### src/rtl/arith_sched_pkg.sv
// Shared definitions for the arith issue scheduler: class one-hot bit
// positions, op tags and the operand-patch helper.
package arith_sched_pkg;

    localparam int CLS_W   = 6;
    localparam int CLS_ARI = 5;
    localparam int CLS_LGC = 4;
    localparam int CLS_SFT = 3;
    localparam int CLS_BIT = 2;
    localparam int CLS_CMV = 1;
    localparam int CLS_LEA = 0;

    localparam logic [2:0] TAG_ADD = 3'd0;
    localparam logic [2:0] TAG_SUB = 3'd1;
    localparam logic [2:0] TAG_AND = 3'd2;
    localparam logic [2:0] TAG_OR  = 3'd3;
    localparam logic [2:0] TAG_XOR = 3'd4;
    localparam logic [2:0] TAG_SHL = 3'd5;
    localparam logic [2:0] TAG_SHR = 3'd6;
    localparam logic [2:0] TAG_MOV = 3'd7;

    function automatic logic [15:0] patch_opnd(input logic used, input logic hit,
                                                input logic [15:0] rf_val,
                                                input logic [15:0] wb_val);
        return (used & hit) ? wb_val : rf_val;
    endfunction

endpackage

### src/rtl/arith_sched_fifo.sv
// In-order operation queue: DEPTH entries, wrapping pointers and an
// occupancy count that separates full from empty.
module sched_fifo #(
    parameter int DEPTH = 4,
    parameter int W     = 8
) (
    input  logic         clk,
    input  logic         rst,
    input  logic         push_i,
    input  logic         pop_i,
    input  logic         flush_i,
    input  logic [W-1:0] wdata_i,
    output logic [W-1:0] rdata_o,
    output logic         full_o,
    output logic         empty_o
);
    localparam int PW = $clog2(DEPTH);

    logic [W-1:0]  mem_q [DEPTH];
    logic [PW-1:0] wr_q;
    logic [PW-1:0] rd_q;
    logic [PW:0]   cnt_q;
    logic          do_push_s;
    logic          do_pop_s;

    assign full_o    = (cnt_q == (PW+1)'(DEPTH));
    assign empty_o   = (cnt_q == '0);
    assign do_push_s = push_i & ~full_o & ~flush_i;
    assign do_pop_s  = pop_i & ~empty_o & ~flush_i;
    assign rdata_o   = mem_q[rd_q];

    // Pointer and count update; flush returns the queue to empty
    always_ff @(posedge clk or negedge rst) begin
        if (!rst) begin
            wr_q  <= '0;
            rd_q  <= '0;
            cnt_q <= '0;
        end else if (flush_i) begin
            wr_q  <= '0;
            rd_q  <= '0;
            cnt_q <= '0;
        end else begin
            if (do_push_s) wr_q <= wr_q + 1'b1;
            if (do_pop_s)  rd_q <= rd_q + 1'b1;
            cnt_q <= cnt_q + (PW+1)'(do_push_s) - (PW+1)'(do_pop_s);
        end
    end

    // Entry storage; contents are only meaningful below the count
    always_ff @(posedge clk) begin
        if (do_push_s) mem_q[wr_q] <= wdata_i;
    end

endmodule

### src/rtl/arith_sched.sv
// Issue scheduler for arith: round-robin intake from two requesters,
// register scoreboard for RAW/WAW, writeback operand patching, in-order issue.
module arith_sched
    import arith_sched_pkg::*;
#(
    parameter int DEPTH = 4,
    parameter int RW    = 3
) (
    input  logic          clk,
    input  logic          rst,
    input  logic          req0_valid,
    output logic          req0_ready,
    input  logic [5:0]    req0_cls,
    input  logic [2:0]    req0_tag,
    input  logic [1:0]    req0_use,
    input  logic [RW-1:0] req0_src1,
    input  logic [RW-1:0] req0_src2,
    input  logic [RW-1:0] req0_dst,
    input  logic [15:0]   req0_d1,
    input  logic [15:0]   req0_d2,
    input  logic          req1_valid,
    output logic          req1_ready,
    input  logic [5:0]    req1_cls,
    input  logic [2:0]    req1_tag,
    input  logic [1:0]    req1_use,
    input  logic [RW-1:0] req1_src1,
    input  logic [RW-1:0] req1_src2,
    input  logic [RW-1:0] req1_dst,
    input  logic [15:0]   req1_d1,
    input  logic [15:0]   req1_d2,
    input  logic          hold,
    input  logic          flush,
    input  logic [15:0]   data_out,
    input  logic          data_out_wr,
    output logic          en,
    output logic          ari,
    output logic          lgc,
    output logic          sft,
    output logic          bit_cls,
    output logic          cmv,
    output logic          lea,
    output logic [2:0]    tag3,
    output logic [15:0]   data_in1,
    output logic [15:0]   data_in2,
    output logic          fwd_en1,
    output logic          fwd_en2,
    output logic          wb_valid,
    output logic [RW-1:0] wb_dst
);
    localparam int NREG = 1 << RW;
    localparam int EW   = CLS_W + 3 + RW + 32;

    logic            ex_valid_q;
    logic [RW-1:0]   ex_dst_q;
    logic            rr_q;
    logic [NREG-1:0] busy_q;
    logic [NREG-1:0] busy_d;
    logic [NREG-1:0] clr_s;
    logic [NREG-1:0] set_s;
    logic            blk0_s, blk1_s, elig0_s, elig1_s, gnt0_s, gnt1_s, push_s;
    logic            full_s, empty_s, en_s;
    logic [15:0]     op0_1_s, op0_2_s, op1_1_s, op1_2_s;
    logic [EW-1:0]   push_data_s;
    logic [EW-1:0]   head_s;
    logic [5:0]      head_cls_s;
    logic [RW-1:0]   head_dst_s;
    logic            wb_hit_s;

    // A busy register stops blocking in the cycle its writeback clears it
    function automatic logic reg_busy(input logic [NREG-1:0] busy, input logic [RW-1:0] r,
                                      input logic clr_v, input logic [RW-1:0] clr_r);
        return busy[r] & ~(clr_v & (r == clr_r));
    endfunction

    assign blk0_s = (req0_use[0] & reg_busy(busy_q, req0_src1, ex_valid_q, ex_dst_q))
                  | (req0_use[1] & reg_busy(busy_q, req0_src2, ex_valid_q, ex_dst_q))
                  | reg_busy(busy_q, req0_dst, ex_valid_q, ex_dst_q);
    assign blk1_s = (req1_use[0] & reg_busy(busy_q, req1_src1, ex_valid_q, ex_dst_q))
                  | (req1_use[1] & reg_busy(busy_q, req1_src2, ex_valid_q, ex_dst_q))
                  | reg_busy(busy_q, req1_dst, ex_valid_q, ex_dst_q);

    assign elig0_s    = rst & req0_valid & ~blk0_s & ~full_s & ~flush;
    assign elig1_s    = rst & req1_valid & ~blk1_s & ~full_s & ~flush;
    assign gnt0_s     = elig0_s & (~elig1_s | ~rr_q);
    assign gnt1_s     = elig1_s & (~elig0_s | rr_q);
    assign push_s     = gnt0_s | gnt1_s;
    assign req0_ready = gnt0_s;
    assign req1_ready = gnt1_s;

    // A CMV that does not write leaves data_out_wr low, so the RF value stands
    assign wb_hit_s = ex_valid_q & data_out_wr;
    assign op0_1_s  = patch_opnd(req0_use[0], wb_hit_s & (req0_src1 == ex_dst_q), req0_d1, data_out);
    assign op0_2_s  = patch_opnd(req0_use[1], wb_hit_s & (req0_src2 == ex_dst_q), req0_d2, data_out);
    assign op1_1_s  = patch_opnd(req1_use[0], wb_hit_s & (req1_src1 == ex_dst_q), req1_d1, data_out);
    assign op1_2_s  = patch_opnd(req1_use[1], wb_hit_s & (req1_src2 == ex_dst_q), req1_d2, data_out);

    assign push_data_s = gnt1_s ? {req1_cls, req1_tag, req1_dst, op1_1_s, op1_2_s}
                                : {req0_cls, req0_tag, req0_dst, op0_1_s, op0_2_s};

    sched_fifo #(.DEPTH(DEPTH), .W(EW)) u_fifo (
        .clk     (clk),
        .rst     (rst),
        .push_i  (push_s),
        .pop_i   (en_s),
        .flush_i (flush),
        .wdata_i (push_data_s),
        .rdata_o (head_s),
        .full_o  (full_s),
        .empty_o (empty_s)
    );

    assign head_cls_s = head_s[EW-1 -: 6];
    assign head_dst_s = head_s[32 +: RW];
    assign en_s       = ~empty_s & ~hold & ~flush;
    assign en         = en_s;
    assign ari        = en_s & head_cls_s[CLS_ARI];
    assign lgc        = en_s & head_cls_s[CLS_LGC];
    assign sft        = en_s & head_cls_s[CLS_SFT];
    assign bit_cls    = en_s & head_cls_s[CLS_BIT];
    assign cmv        = en_s & head_cls_s[CLS_CMV];
    assign lea        = en_s & head_cls_s[CLS_LEA];
    assign tag3       = head_s[32+RW +: 3];
    assign data_in1   = head_s[31:16];
    assign data_in2   = head_s[15:0];
    assign fwd_en1    = 1'b0;
    assign fwd_en2    = 1'b0;
    assign wb_valid   = ex_valid_q;
    assign wb_dst     = ex_dst_q;

    // Scoreboard next state; on flush the only in-flight op writes back now
    always_comb begin
        clr_s  = ex_valid_q ? (NREG'(1) << ex_dst_q) : '0;
        set_s  = push_s ? (NREG'(1) << (gnt1_s ? req1_dst : req0_dst)) : '0;
        busy_d = busy_q;
        if (flush) begin
            busy_d = busy_q & clr_s & ~clr_s;
        end else begin
            busy_d = (busy_q & ~clr_s) | set_s;
        end
    end

    // Execute tracker, round-robin pointer and scoreboard
    always_ff @(posedge clk or negedge rst) begin
        if (!rst) begin
            ex_valid_q <= 1'b0;
            ex_dst_q   <= '0;
            rr_q       <= 1'b0;
            busy_q     <= '0;
        end else begin
            ex_valid_q <= en_s;
            if (en_s) ex_dst_q <= head_dst_s;
            if (elig0_s & elig1_s) rr_q <= gnt0_s;
            busy_q <= busy_d;
        end
    end

endmodule

### config.mk
export PLATFORM = sky130hd
export DESIGN_NAME = arith_sched
export DESIGN_NICKNAME = d
export VERILOG_FILES = /design/src/rtl/arith_sched_pkg.sv /design/src/rtl/arith_sched_fifo.sv /design/src/rtl/arith_sched.sv
export SDC_FILE = /design/constraint.sdc
export NUM_CORES = 1
export LEC_CHECK = 0
export ABC_AREA = 1
export CORE_AREA = 2 2 172 174
export DETAILED_ROUTE_END_ITERATION = 16
export DIE_AREA = 0 0 174 176
export REMOVE_ABC_BUFFERS = 1
export SLEW_MARGIN = 20
export SYNTH_ARGS = -nofsm -noshare
export SYNTH_HDL_FRONTEND = slang
export SYNTH_SLANG_ARGS = --single-unit
### constraint.sdc
create_clock -name clk -period 10.6 [get_ports clk]
set_input_delay 1.59 -clock clk [delete_from_list [all_inputs] [get_ports clk]]
set_output_delay 1.59 -clock clk [all_outputs]
set_load 0.03 [all_outputs]
==> impl_results.rst <==
.. list-table::
   :header-rows: 1

   * - Metric
     - Value
   * - Result of the run
     - finished clean
   * - Iteration-0 DRC Markers
     - 592
   * - CTS resizes
     - 0
   * - Count of final hold-check violations
     - 0
   * - Final routed wire length divided by cell count
     - 16.4 um
   * - Quantity of I/O buffers inserted on ports
     - 174
   * - Startpoint Class
     - input port
   * - Number of nets in the layout
     - 1,314
   * - Endpoint required time on the critical path
     - 9.01 ns
   * - Worst vdd ir
     - 0.0987 mV
   * - Max Cap Violations
     - 0
   * - CTS Buf Count
     - 17
   * - Power, Total
     - 0.00226 W
   * - Slew Viols, Final
     - 0
   * - Arrival time at the worst endpoint
     - 4.06 ns
   * - Worst-path fanout max
     - 15
   * - Synth Cell Area
     - 9910 um^2
   * - Post-detailed-placement half-perimeter wirelength
     - 16.4 mm
   * - CTS H-Tree Depth
     - 4
   * - Post-route DRC
     - 0
   * - Area fraction in compound gates after synthesis
     - 13.5%
   * - Post-detailed-route count of antenna-violating nets
     - 0
   * - Proportion of synthesized chip area in sequential cells
     - 58.4%
   * - Total congestion overflow after global routing
     - 0
   * - Maximum clock frequency
     - 177 MHz
   * - Post-route fraction of the period consumed by the critical path
     - 53.3%
   * - Type of the worst min-delay path
     - reg2reg
   * - Initial antenna violation count
     - 0
   * - Seq cells post-synth
     - 196
   * - Ratio of routed vias to standard cells
     - 4.90
   * - Vias
     - 7,732
   * - Largest family of logic cells by synthesized area
     - simple AND/OR/NAND/NOR gates
   * - Maximum number of pins on one net before global-route repair
     - 91
   * - Placement Rows
     - 62
   * - Cell variety after synth
     - 33
   * - Die ar.
     - 30,600 um^2
   * - Ports placed on the boundary
     - 177
   * - Power per Cell Area
     - 183 nW/um^2
   * - Slew at the pin closest to its max-slew limit
     - 0.957 ns
   * - Longest Clk Path Bufs
     - 2
   * - DR pass1 iterations
     - 5
   * - Relative slew slack
     - 36.2%
   * - Wire length of the first global-routing pass
     - 40.1 mm
   * - Routed wire length
     - 25.9 mm
   * - Clock Latency Late Sink
     - 0.43 ns
   * - Min Clock Period, post-route
     - 5.65 ns
   * - Sum of negative setup slack
     - 0 ns
   * - Synthesized-area fraction occupied by adder cells
     - 0.959%
   * - Worst setup skew after layout
     - 0.0111 ns
   * - Clk root buf
     - sky130_fd_sc_hd__clkbuf_16
   * - Capturing element type of the critical path
     - output pin
   * - Synth Instances
     - 1,066
   * - Clock Sink Count
     - 196
   * - Layout overhead on the synthesized area
     - 24.2%
   * - Yosys warns
     - 0
   * - Leakage
     - 4.61 nW
   * - Average cell area after synthesis
     - 9.30 um^2
   * - Area share of and/or/nand/nor cells after synthesis
     - 18.0%
   * - Worst setup path category
     - in2out
   * - Starting utilization of the core area
     - 34.7%
   * - Die outline width
     - 174 um
   * - Clock transition at the registers of the reported paths
     - 0.08 ns
   * - Fraction of layout cells with a size suffix above 1
     - 5.95%
   * - Setup repair after global routing missed its margin
     - no
   * - CTS tree
     - yes
   * - Die height
     - 176 um
   * - Final-report setup violation count
     - 0
   * - ANT cells
     - 0
   * - Fraction of synthesized cell area in xor and xnor cells
     - 0.972%
   * - Via count of the first global-routing pass
     - 7,437
   * - Floorplan Core Area
     - 28,500 um^2
   * - Placer congestion estimate
     - 0.887
   * - Mux share of post-synthesis cell area
     - 0%
   * - Number of hold-repair buffers added at the cts stage
     - 0
   * - Post-CTS Setup Bufs
     - 0
   * - Total track usage
     - 16.8%
   * - Fill count
     - 2,799
flip-flops by register name, summed over array words and instances (netlist names):
register	count
rr_q	1
wb_dst	3
u_fifo.wr_q	2
u_fifo.cnt_q	3
u_fifo.mem_q	176
busy_q	8
wb_valid	1
u_fifo.rd_q	2
through the flow:
stage	util [%]	hold WS, ns	worst slack [ns]	instances	area [um^2]
after floorplan	-	0.474	5.11	976	9370
after global placement	41.0	0.511	4.61	1545	11700
after detailed placement	41.0	0.506	4.59	1545	11700
after CTS	43.1	0.523	4.58	1577	12300
after global routing	43.1	0.546	4.76	1577	12300
final	43.1	0.526	4.95	1577	12300
synthesized netlist by cell type:
cell | count | share of area (%)
sky130_fd_sc_hd__xnor2_1 | 6 | 0.53
sky130_fd_sc_hd__nand2_1 | 247 | 9.4
sky130_fd_sc_hd__ha_1 | 6 | 0.76
sky130_fd_sc_hd__o2111ai_1 | 1 | 0.088
sky130_fd_sc_hd__nor2_2 | 3 | 0.19
sky130_fd_sc_hd__nor2_4 | 2 | 0.23
sky130_fd_sc_hd__buf_6 | 7 | 0.80
sky130_fd_sc_hd__edfxtp_1 | 176 | 53
sky130_fd_sc_hd__inv_1 | 63 | 2.4
sky130_fd_sc_hd__fa_1 | 1 | 0.20
sky130_fd_sc_hd__nand2_2 | 5 | 0.32
sky130_fd_sc_hd__nor2_1 | 121 | 4.6
sky130_fd_sc_hd__nand3b_1 | 1 | 0.076
sky130_fd_sc_hd__nand2_4 | 1 | 0.11
sky130_fd_sc_hd__inv_2 | 4 | 0.15
sky130_fd_sc_hd__buf_2 | 3 | 0.15
sky130_fd_sc_hd__nand4_1 | 5 | 0.32
sky130_fd_sc_hd__a21oi_1 | 15 | 0.76
sky130_fd_sc_hd__nor2_8 | 1 | 0.20
sky130_fd_sc_hd__dfrtp_1 | 20 | 5.0
sky130_fd_sc_hd__o22ai_1 | 38 | 2.4
sky130_fd_sc_hd__nor3_1 | 2 | 0.10
sky130_fd_sc_hd__o21ai_0 | 171 | 8.6
sky130_fd_sc_hd__clkbuf_1 | 41 | 1.6
sky130_fd_sc_hd__nand3_1 | 45 | 2.3
sky130_fd_sc_hd__clkinv_1 | 1 | 0.038
sky130_fd_sc_hd__o21ai_1 | 31 | 1.6
sky130_fd_sc_hd__and3_2 | 1 | 0.076
sky130_fd_sc_hd__a21oi_2 | 1 | 0.088
sky130_fd_sc_hd__buf_4 | 40 | 3.0
sky130_fd_sc_hd__xor2_1 | 5 | 0.44
sky130_fd_sc_hd__conb_1 | 1 | 0.038
sky130_fd_sc_hd__nand4_4 | 1 | 0.21
kinds of logic (layout without fill, tap and decap cells):
kind of cell	after synthesis	count (layout)
AOI/OAI and AO/OA	257	257
xor gates and xnor gates	11	11
adders and majority gates	7	7
buffers and inverters	159	285
DFF	196	196
other	1	2
and+or+nand+nor	435	435
cell usage in the layout (no fill, tap or decap), types with 6 or more instances in the layout:
cell type                         synthesis  final
sky130_fd_sc_hd__edfxtp_1               176    176
sky130_fd_sc_hd__dfrtp_1                 20     18
sky130_fd_sc_hd__clkbuf_16                0     17
sky130_fd_sc_hd__buf_4                   40     11
sky130_fd_sc_hd__inv_2                    4      6
sky130_fd_sc_hd__o21ai_1                 31     31
sky130_fd_sc_hd__inv_1                   63     62
sky130_fd_sc_hd__nand3_1                 45     45
sky130_fd_sc_hd__o21ai_0                171    171
sky130_fd_sc_hd__nand2_1                247    247
sky130_fd_sc_hd__a21oi_1                 15     15
sky130_fd_sc_hd__o22ai_1                 38     38
sky130_fd_sc_hd__inv_8                    0      6
sky130_fd_sc_hd__nor2_1                 121    117
sky130_fd_sc_hd__nor2_4                   2      6
sky130_fd_sc_hd__xnor2_1                  6      6
sky130_fd_sc_hd__clkdlybuf4s50_1          0    173
sky130_fd_sc_hd__ha_1                     6      6
layer usage:
layer  GRT usage [%]  routed length, um
met4            4.59                408
met2            28.5              12300
met3            3.79               1580
met5               0                  0
met1            21.7              11600
area by class of cell:
type / count / area (um^2) / share of cell area, %
sequential: 196 / 5790 / 47.0
inverter: 68 / 255 / 2.07
clock buffer: 17 / 425 / 3.46
multi-input combinational: 712 / 3360 / 27.3
tap: 384 / 480 / 3.90
clock inverter: 15 / 179 / 1.45
timing repair buffer: 185 / 1820 / 14.8
final timing paths:
| check | from | end | slack (ns) | cells after the start |
|---|---|---|---|---|
| max reg2reg | wb_dst[0] | u_fifo.mem_q[3][39] | 7.30 | 10 |
| max in group asynchronous | rst | u_fifo.rd_q[0] | 9.08 | 1 |
| min | rr_q | rr_q | 0.53 | 2 |
| min in group asynchronous | rst | busy_q[5] | 1.13 | 1 |
| min reg2reg | rr_q | rr_q | 0.53 | 2 |
| max | flush | req1_ready | 4.95 | 9 |
report_power, final:
| group | total [W] | internal [W] | switching (W) |
|---|---|---|---|
| logic | 0.000634 | 0.000245 | 0.000390 |
| registers | 0.000969 | 0.000893 | 0.0000764 |
| clock network | 0.000653 | 0.000341 | 0.000313 |
| total | 0.00226 | 0.00148 | 0.000779 |
critical path, cell delays in order:
cell,delay [ns]
sky130_fd_sc_hd__clkdlybuf4s50_1,0.68
sky130_fd_sc_hd__inv_1,0.26
sky130_fd_sc_hd__nand3_1,0.10
sky130_fd_sc_hd__nor2_1,0.15
sky130_fd_sc_hd__nand2_2,0.11
sky130_fd_sc_hd__nor2_8,0.21
sky130_fd_sc_hd__nand2_4,0.07
sky130_fd_sc_hd__inv_2,0.17
sky130_fd_sc_hd__clkdlybuf4s50_1,0.71
Power figures use the tool's default switching activity.
